--- src/rtl/seq_arith_pkg.sv ---
// seq_arith_pkg
// Shared definitions for the byte-serial arithmetic blocks.
//   state_t : controller states (IDLE, RUN, DONE)
//   BYTE_W  : width of one processed slice, in bits
package seq_arith_pkg;

  localparam int BYTE_W = 8;

  typedef enum logic [1:0] {
    IDLE = 2'd0,
    RUN  = 2'd1,
    DONE = 2'd2
  } state_t;

endpackage : seq_arith_pkg

--- src/rtl/sub_slice_8.sv ---
// sub_slice_8
// Combinational 8-bit carry-lookahead adder slice. The caller presents the
// subtrahend already inverted, so a + b + cin performs one byte of a
// subtraction.
// Ports:
//   a    in  [7:0] minuend byte
//   b    in  [7:0] inverted subtrahend byte
//   cin  in        carry in (inverted borrow)
//   sum  out [7:0] result byte
//   cout out       carry out (inverted borrow)
module sub_slice_8
  import seq_arith_pkg::*;
(
  input  logic [BYTE_W-1:0] a,
  input  logic [BYTE_W-1:0] b,
  input  logic              cin,
  output logic [BYTE_W-1:0] sum,
  output logic              cout
);

  logic [BYTE_W-1:0] p;
  logic [BYTE_W-1:0] g;
  logic [BYTE_W:0]   c;

  assign p = a ^ b;
  assign g = a & b;

  // Every carry is built directly from p, g and cin as a sum of products:
  // a generate at bit j survives to bit i only if bits j+1..i-1 all
  // propagate. No carry depends on another carry, so there is no ripple.
  always_comb begin
    c = '0;
    c[0] = cin;
    for (int i = 1; i <= BYTE_W; i++) begin
      logic ci;
      logic term;
      ci = 1'b0;
      for (int j = 0; j < i; j++) begin
        term = g[j];
        for (int k = j + 1; k < i; k++) begin
          term = term & p[k];
        end
        ci = ci | term;
      end
      term = cin;
      for (int k = 0; k < i; k++) begin
        term = term & p[k];
      end
      c[i] = ci | term;
    end
  end

  assign sum  = p ^ c[BYTE_W-1:0];
  assign cout = c[BYTE_W];

endmodule : sub_slice_8

--- src/rtl/seq_sub_32bit.sv ---
// seq_sub_32bit
// Byte-serial subtractor: computes diff_r = a - b - bin (mod 2^W) and the
// borrow out, one byte per clock, LSB first, with a valid/ready handshake on
// both sides. W = 8*NBYTES (NBYTES >= 2).
// Optional build macro: SEQ_SUB_OVF_FLAG_EN adds ovf_r, the signed
// two's-complement overflow flag of the subtraction.
// Ports:
//   clk        in         rising-edge clock
//   rst        in         asynchronous active-low reset
//   in_valid   in         operands present
//   in_ready   out        idle, operands accepted this cycle if in_valid
//   a, b       in  [W-1]  minuend, subtrahend (unsigned)
//   bin        in         borrow in
//   out_valid  out        result available
//   out_ready  in         consumer takes result
//   diff_r     out [W-1]  registered difference
//   bout_r     out        registered borrow out (a < b + bin)
//   ovf_r      out        signed overflow (only with SEQ_SUB_OVF_FLAG_EN)
module seq_sub_32bit
  import seq_arith_pkg::*;
#(
  parameter int NBYTES = 4
) (
  input  logic                  clk,
  input  logic                  rst,
  input  logic                  in_valid,
  output logic                  in_ready,
  input  logic [8*NBYTES-1:0]   a,
  input  logic [8*NBYTES-1:0]   b,
  input  logic                  bin,
  output logic                  out_valid,
  input  logic                  out_ready,
  output logic [8*NBYTES-1:0]   diff_r,
`ifdef SEQ_SUB_OVF_FLAG_EN
  output logic                  ovf_r,
`endif
  output logic                  bout_r
);

  localparam int W  = 8 * NBYTES;
  localparam int CW = $clog2(NBYTES) + 1;

  state_t state;
  state_t next_state;

  logic [CW-1:0]       cnt;
  logic                carry;
  logic [W-1:0]        a_sh;
  logic [W-1:0]        nb_sh;
  logic [W-BYTE_W-1:0] res_sh;

  logic [BYTE_W-1:0]   slice_sum;
  logic                slice_cout;
  logic [W-1:0]        res_next;
  logic                accept;
  logic                last_byte;

  // The low byte of each operand shift register is always the byte being
  // processed; the subtrahend is stored inverted so the slice simply adds.
  sub_slice_8 u_slice (
    .a    (a_sh[BYTE_W-1:0]),
    .b    (nb_sh[BYTE_W-1:0]),
    .cin  (carry),
    .sum  (slice_sum),
    .cout (slice_cout)
  );

  // Finished bytes enter at the top and move down, so after the last byte
  // the assembled word is already in its final position.
  assign res_next  = {slice_sum, res_sh};
  assign accept    = in_valid & in_ready;
  assign last_byte = (cnt == CW'(NBYTES - 1));

  always_ff @(posedge clk or negedge rst) begin
    if (!rst) begin
      state <= IDLE;
    end else begin
      state <= next_state;
    end
  end

  // Handshake outputs depend only on state, so in_ready is low for the whole
  // of DONE, including the cycle the result is taken.
  always_comb begin
    next_state = state;
    in_ready   = 1'b0;
    out_valid  = 1'b0;
    case (state)
      IDLE: begin
        in_ready = 1'b1;
        if (in_valid) next_state = RUN;
      end
      RUN: begin
        if (last_byte) next_state = DONE;
      end
      DONE: begin
        out_valid = 1'b1;
        if (out_ready) next_state = IDLE;
      end
      default: next_state = IDLE;
    endcase
  end

  // Operands are captured only on the accept edge; the published result is
  // written only on the last byte, so it holds still for all of DONE.
  always_ff @(posedge clk or negedge rst) begin
    if (!rst) begin
      cnt    <= '0;
      carry  <= 1'b0;
      a_sh   <= '0;
      nb_sh  <= '0;
      res_sh <= '0;
      diff_r <= '0;
      bout_r <= 1'b0;
`ifdef SEQ_SUB_OVF_FLAG_EN
      ovf_r  <= 1'b0;
`endif
    end else if (accept) begin
      cnt   <= '0;
      carry <= ~bin;
      a_sh  <= a;
      nb_sh <= ~b;
    end else if (state == RUN) begin
      cnt    <= cnt + CW'(1);
      carry  <= slice_cout;
      a_sh   <= a_sh >> BYTE_W;
      nb_sh  <= nb_sh >> BYTE_W;
      res_sh <= res_next[W-1:BYTE_W];
      if (last_byte) begin
        diff_r <= res_next;
        bout_r <= ~slice_cout;
`ifdef SEQ_SUB_OVF_FLAG_EN
        // On the last byte the slice inputs hold the operand sign bits;
        // nb_sh carries the inverted sign of b.
        ovf_r  <= (a_sh[BYTE_W-1] ^ ~nb_sh[BYTE_W-1]) &
                  (slice_sum[BYTE_W-1] ^ a_sh[BYTE_W-1]);
`endif
      end
    end
  end

endmodule : seq_sub_32bit
--- config.mk ---
export PLATFORM = sky130hd
export DESIGN_NAME = seq_sub_32bit
export DESIGN_NICKNAME = d
export VERILOG_FILES = /design/src/rtl/seq_arith_pkg.sv /design/src/rtl/sub_slice_8.sv /design/src/rtl/seq_sub_32bit.sv
export SDC_FILE = /design/constraint.sdc
export NUM_CORES = 1
export LEC_CHECK = 0
export ABC_AREA = 1
export CELL_PAD_IN_SITES_DETAIL_PLACEMENT = 2
export CELL_PAD_IN_SITES_GLOBAL_PLACEMENT = 2
export CORE_MARGIN = 4
export CORE_UTILIZATION = 29
export DETAILED_ROUTE_END_ITERATION = 10
export PLACE_DENSITY = 0.75
export SETUP_SLACK_MARGIN = 0.4
export SYNTH_ARGS = -nofsm -noshare
export SYNTH_HDL_FRONTEND = slang
export SYNTH_SLANG_ARGS = --single-unit
--- constraint.sdc ---
create_clock -name clk -period 1.59 [get_ports clk]
set_input_delay 0.318 -clock clk [delete_from_list [all_inputs] [get_ports clk]]
set_output_delay 0.318 -clock clk [all_outputs]
set_load 0.005 [all_outputs]
==> flow_summary.toml <==
[status]
outcome = "complete, but fails checks"
violations = "setup timing"

[grt]
grtUsageTotal = 0.286
grt_pass1_wl_um = 44600
antenna_found_initial = 1
grt.overflow.total = 0
grt_max_degree = 43
grt_pass1_vias = 6549

[clock_network]
clock_latency_ps = 460
cts.sinks = 127
clk_pin_slew_worst_paths_ps = 60
cts_buffers = 17
h-tree-depth = 4
cts_tree = "built"
cts_root_buffer = "clkbuf_16"
cts_max_path_buffers = 2

[critical_path]
crit_path_start_kind = "flop"
worst_path_max_delay_cell = "dfrtp_1"
end_kind = "flop"
worst-path-max-fanout = 2
arrival_ps = 2470
crit_path_max_incr_delay_ps = 440
path_class = "reg -> reg"
path_cells = "ha_4 -> ha_4 -> nand3_4 -> nand4_1 -> a21o_1 -> a21oi_4 -> xor2_2 -> o21ai_1"
cp_common_cell = "ha_4"
cp.required_ps = 1890

[yosys]
ys_seq_elements = 127
syn_nets = 649
avgSynthCellArea_sq_um = 9.61
synth_area_sq_mm = 0.00546
synth.largest_area_cell = "dfrtp_1"
yosys-top-cells-area = "dfrtp_1, nand2_1, inv_1"
ys_warn_count = 0
yosys.cell_types.count = 29
synth_top_area_frac = 0.582
yosysSeqAreaShare = 0.582
netlist_instances = 568

[drt]
vias = 5864
drc = 0
drtIter0Drc = 350
wire_per_inst_um = 34.0
wl_um = 36500
route.met3.wl_um = 1560
dr_wl_met2_um = 19400
via_per_inst = 5.47
final_antenna_net_count = 0
drt_first_pass_iters = 5
top_layer_used = "met4"
wl_met1_um = 13500

[sta]
rsz0062_at_grt = "true"
drv_slew = 0
layout_min_cycle_time_ps = 2170
hold_violations = 0
max_freq_mhz = 461
whs_ps = 331
finClkSkew_ps = 21.3
min_period_over_period = 1.36
setup_viol_count_final = 126
timing.final.ws_setup_ps = -578
worstMarginPinSlew_ps = 403
relSlewSlack = 0.730

[die]
io_pins = 104
row_count = 49
core_area_sq_mm = 0.0182
dieArea_sq_mm = 0.0211
die_h_um = 145
start_util = 0.300
die_x_um = 145

[pwr]
vdd_ir_drop_max_v = 0.00135
clockPowerShare = 0.142
seqPwrFrac = 0.211
p_sw_frac = 0.441
p_sw_mw = 13.1
powerDensity_mw_per_mm2 = 2700
p_int_mw = 16.6
p_leak_nw = 5.32
power_frac_comb = 0.647
fin_total_pwr_mw = 29.7

[worst_hold_path]
hold_class = "in -> async"

[layout]
area_delta_synth_final_pct = 102
drive_gt1_frac = 0.567
final_util = 0.604
nets = 912

[placement]
detailed_place_hpwl_um = 12100
gp_congestion = 0.785
io_buffers = 103

[flow_run]
max-cap-violations = 0
==> logic make-up after synthesis <==
group,after synthesis,share of synthesized area
simple gates,226,0.173
flops,127,0.582
compound gates,111,0.138
buf+inv,87,0.0701
fa+ha+maj,12,0.0289
xor+xnor,5,0.00802
==> cells in the final DEF (no fill, tap or decap), types with 5 or more instances in the layout <==
cell type / netlist / final
nand4_1: 9 / 9
buf_12: 0 / 28
nand2_1: 182 / 69
o21ai_2: 0 / 34
nand3_2: 0 / 15
buf_6: 5 / 43
nand2_4: 1 / 74
dfrtp_2: 0 / 8
buf_16: 0 / 33
nor2_2: 2 / 5
buf_2: 10 / 34
clkbuf_16: 0 / 18
o221ai_4: 0 / 7
clkbuf_8: 0 / 5
clkdlybuf4s50_1: 0 / 67
o211ai_1: 16 / 16
buf_8: 0 / 7
dfrtp_1: 127 / 119
a22o_1: 9 / 9
buf_4: 1 / 62
o21ai_1: 25 / 19
nand2_2: 0 / 39
inv_1: 50 / 45
ha_4: 0 / 8
o211ai_2: 7 / 6
o221ai_2: 0 / 10
==> layout make-up <==
cell class	instances	area, sq um
Inverter	55	245
Sequential cell	127	3190
Clock inverter	6	80.1
Fill cell	1614	7200
Multi-Input combinational cell	354	3300
Antenna cell	1	2.50
Timing Repair Buffer	276	3400
Tap cell	229	287
Clock buffer	25	505
==> cells in the mapped netlist <==
cell      number
o22ai_1        2
o21ai_0       31
nand4_1        9
fa_1           1
xor2_1         3
buf_6          5
nand3_1       22
clkbuf_1      16
ha_1          11
inv_1         50
inv_2          4
nand2_1      182
buf_4          1
o221ai_1      17
inv_4          1
nor2_1         8
o211ai_2       7
nor2_2         2
dfrtp_1      127
a22o_1         9
a21oi_1        2
o21ai_1       25
xnor2_1        2
a21o_1         1
nor2_8         2
o211ai_1      16
o31ai_1        1
nand2_4        1
buf_2         10
==> through the flow <==
| stage | cells | TNS, ps | instance area, sq um | worst slack, ps |
|---|---|---|---|---|
| floorplan | 568 | -174 | 5570 | -93.7 |
| global placement | 900 | -1080 | 7020 | -131 |
| detailed placement | 900 | -2710 | 7020 | -271 |
| CTS | 1037 | -6310 | 9990 | -258 |
| global route | 1073 | -25230 | 11000 | -612 |
| finish | 1073 | -19270 | 11000 | -578 |
==> power by group through the flow <==
| stage | clock network (mW) | logic (mW) | registers (mW) |
|---|---|---|---|
| 2_1_floorplan | 0 | 4.35 | 5.35 |
| 3_3_place_gp | 0 | 6.93 | 5.47 |
| 3_5_place_dp | 0 | 7.35 | 5.58 |
| 4_1_cts | 3.97 | 14.6 | 5.75 |
| 5_1_grt | 4.39 | 19.8 | 6.36 |
| 6_report | 4.22 | 19.2 | 6.27 |
==> what timing repair did <==
item | in CTS | in global routing
endpoints found under the hold margin | 25 | 0
cloned | 33 | 1
setup endpoints to repair | 162 | 162
pin swaps | 44 | 35
setup buffers | 72 | 34
gates resized for setup | 442 | 162
hold buffers | 1 | 0
==> state kept, by name (all words and copies together) (netlist names) <==
register  count
state         2
diff_r       32
cnt           3
carry         1
nb_sh        32
bout_r        1
a_sh         32
res_sh       24
==> per-layer routing <==
metal	track usage	vias up
met5	0	-
met4	0.157	0
met3	0.0592	107
met2	0.520	245
met1	0.310	3080
li1	-	2432
==> final timing paths <==
check | start | endpoint | slack (ps) | cells after the start
worst min-delay path | rst | diff_r[9] | 330 | 2
max in group asynchronous | rst | a_sh[4] | 640 | 3
worst max-delay path | a_sh[0] | diff_r[29] | -580 | 8
worst max register to register | a_sh[0] | diff_r[29] | -580 | 8
worst min register to register | diff_r[2] | diff_r[2] | 510 | 2
min in group clk | b[27] | nb_sh[27] | 460 | 2
==> critical path, delay by kind of cell (launching register included) <==
family,cells,cell delay (ps)
AOI/OAI and AO/OA,3,630
adders and majority gates,2,460
DFF,1,440
and+or+nand+nor,2,240
xor gates and xnor gates,1,240
No activity file was read; power rests on OpenSTA's default activity.
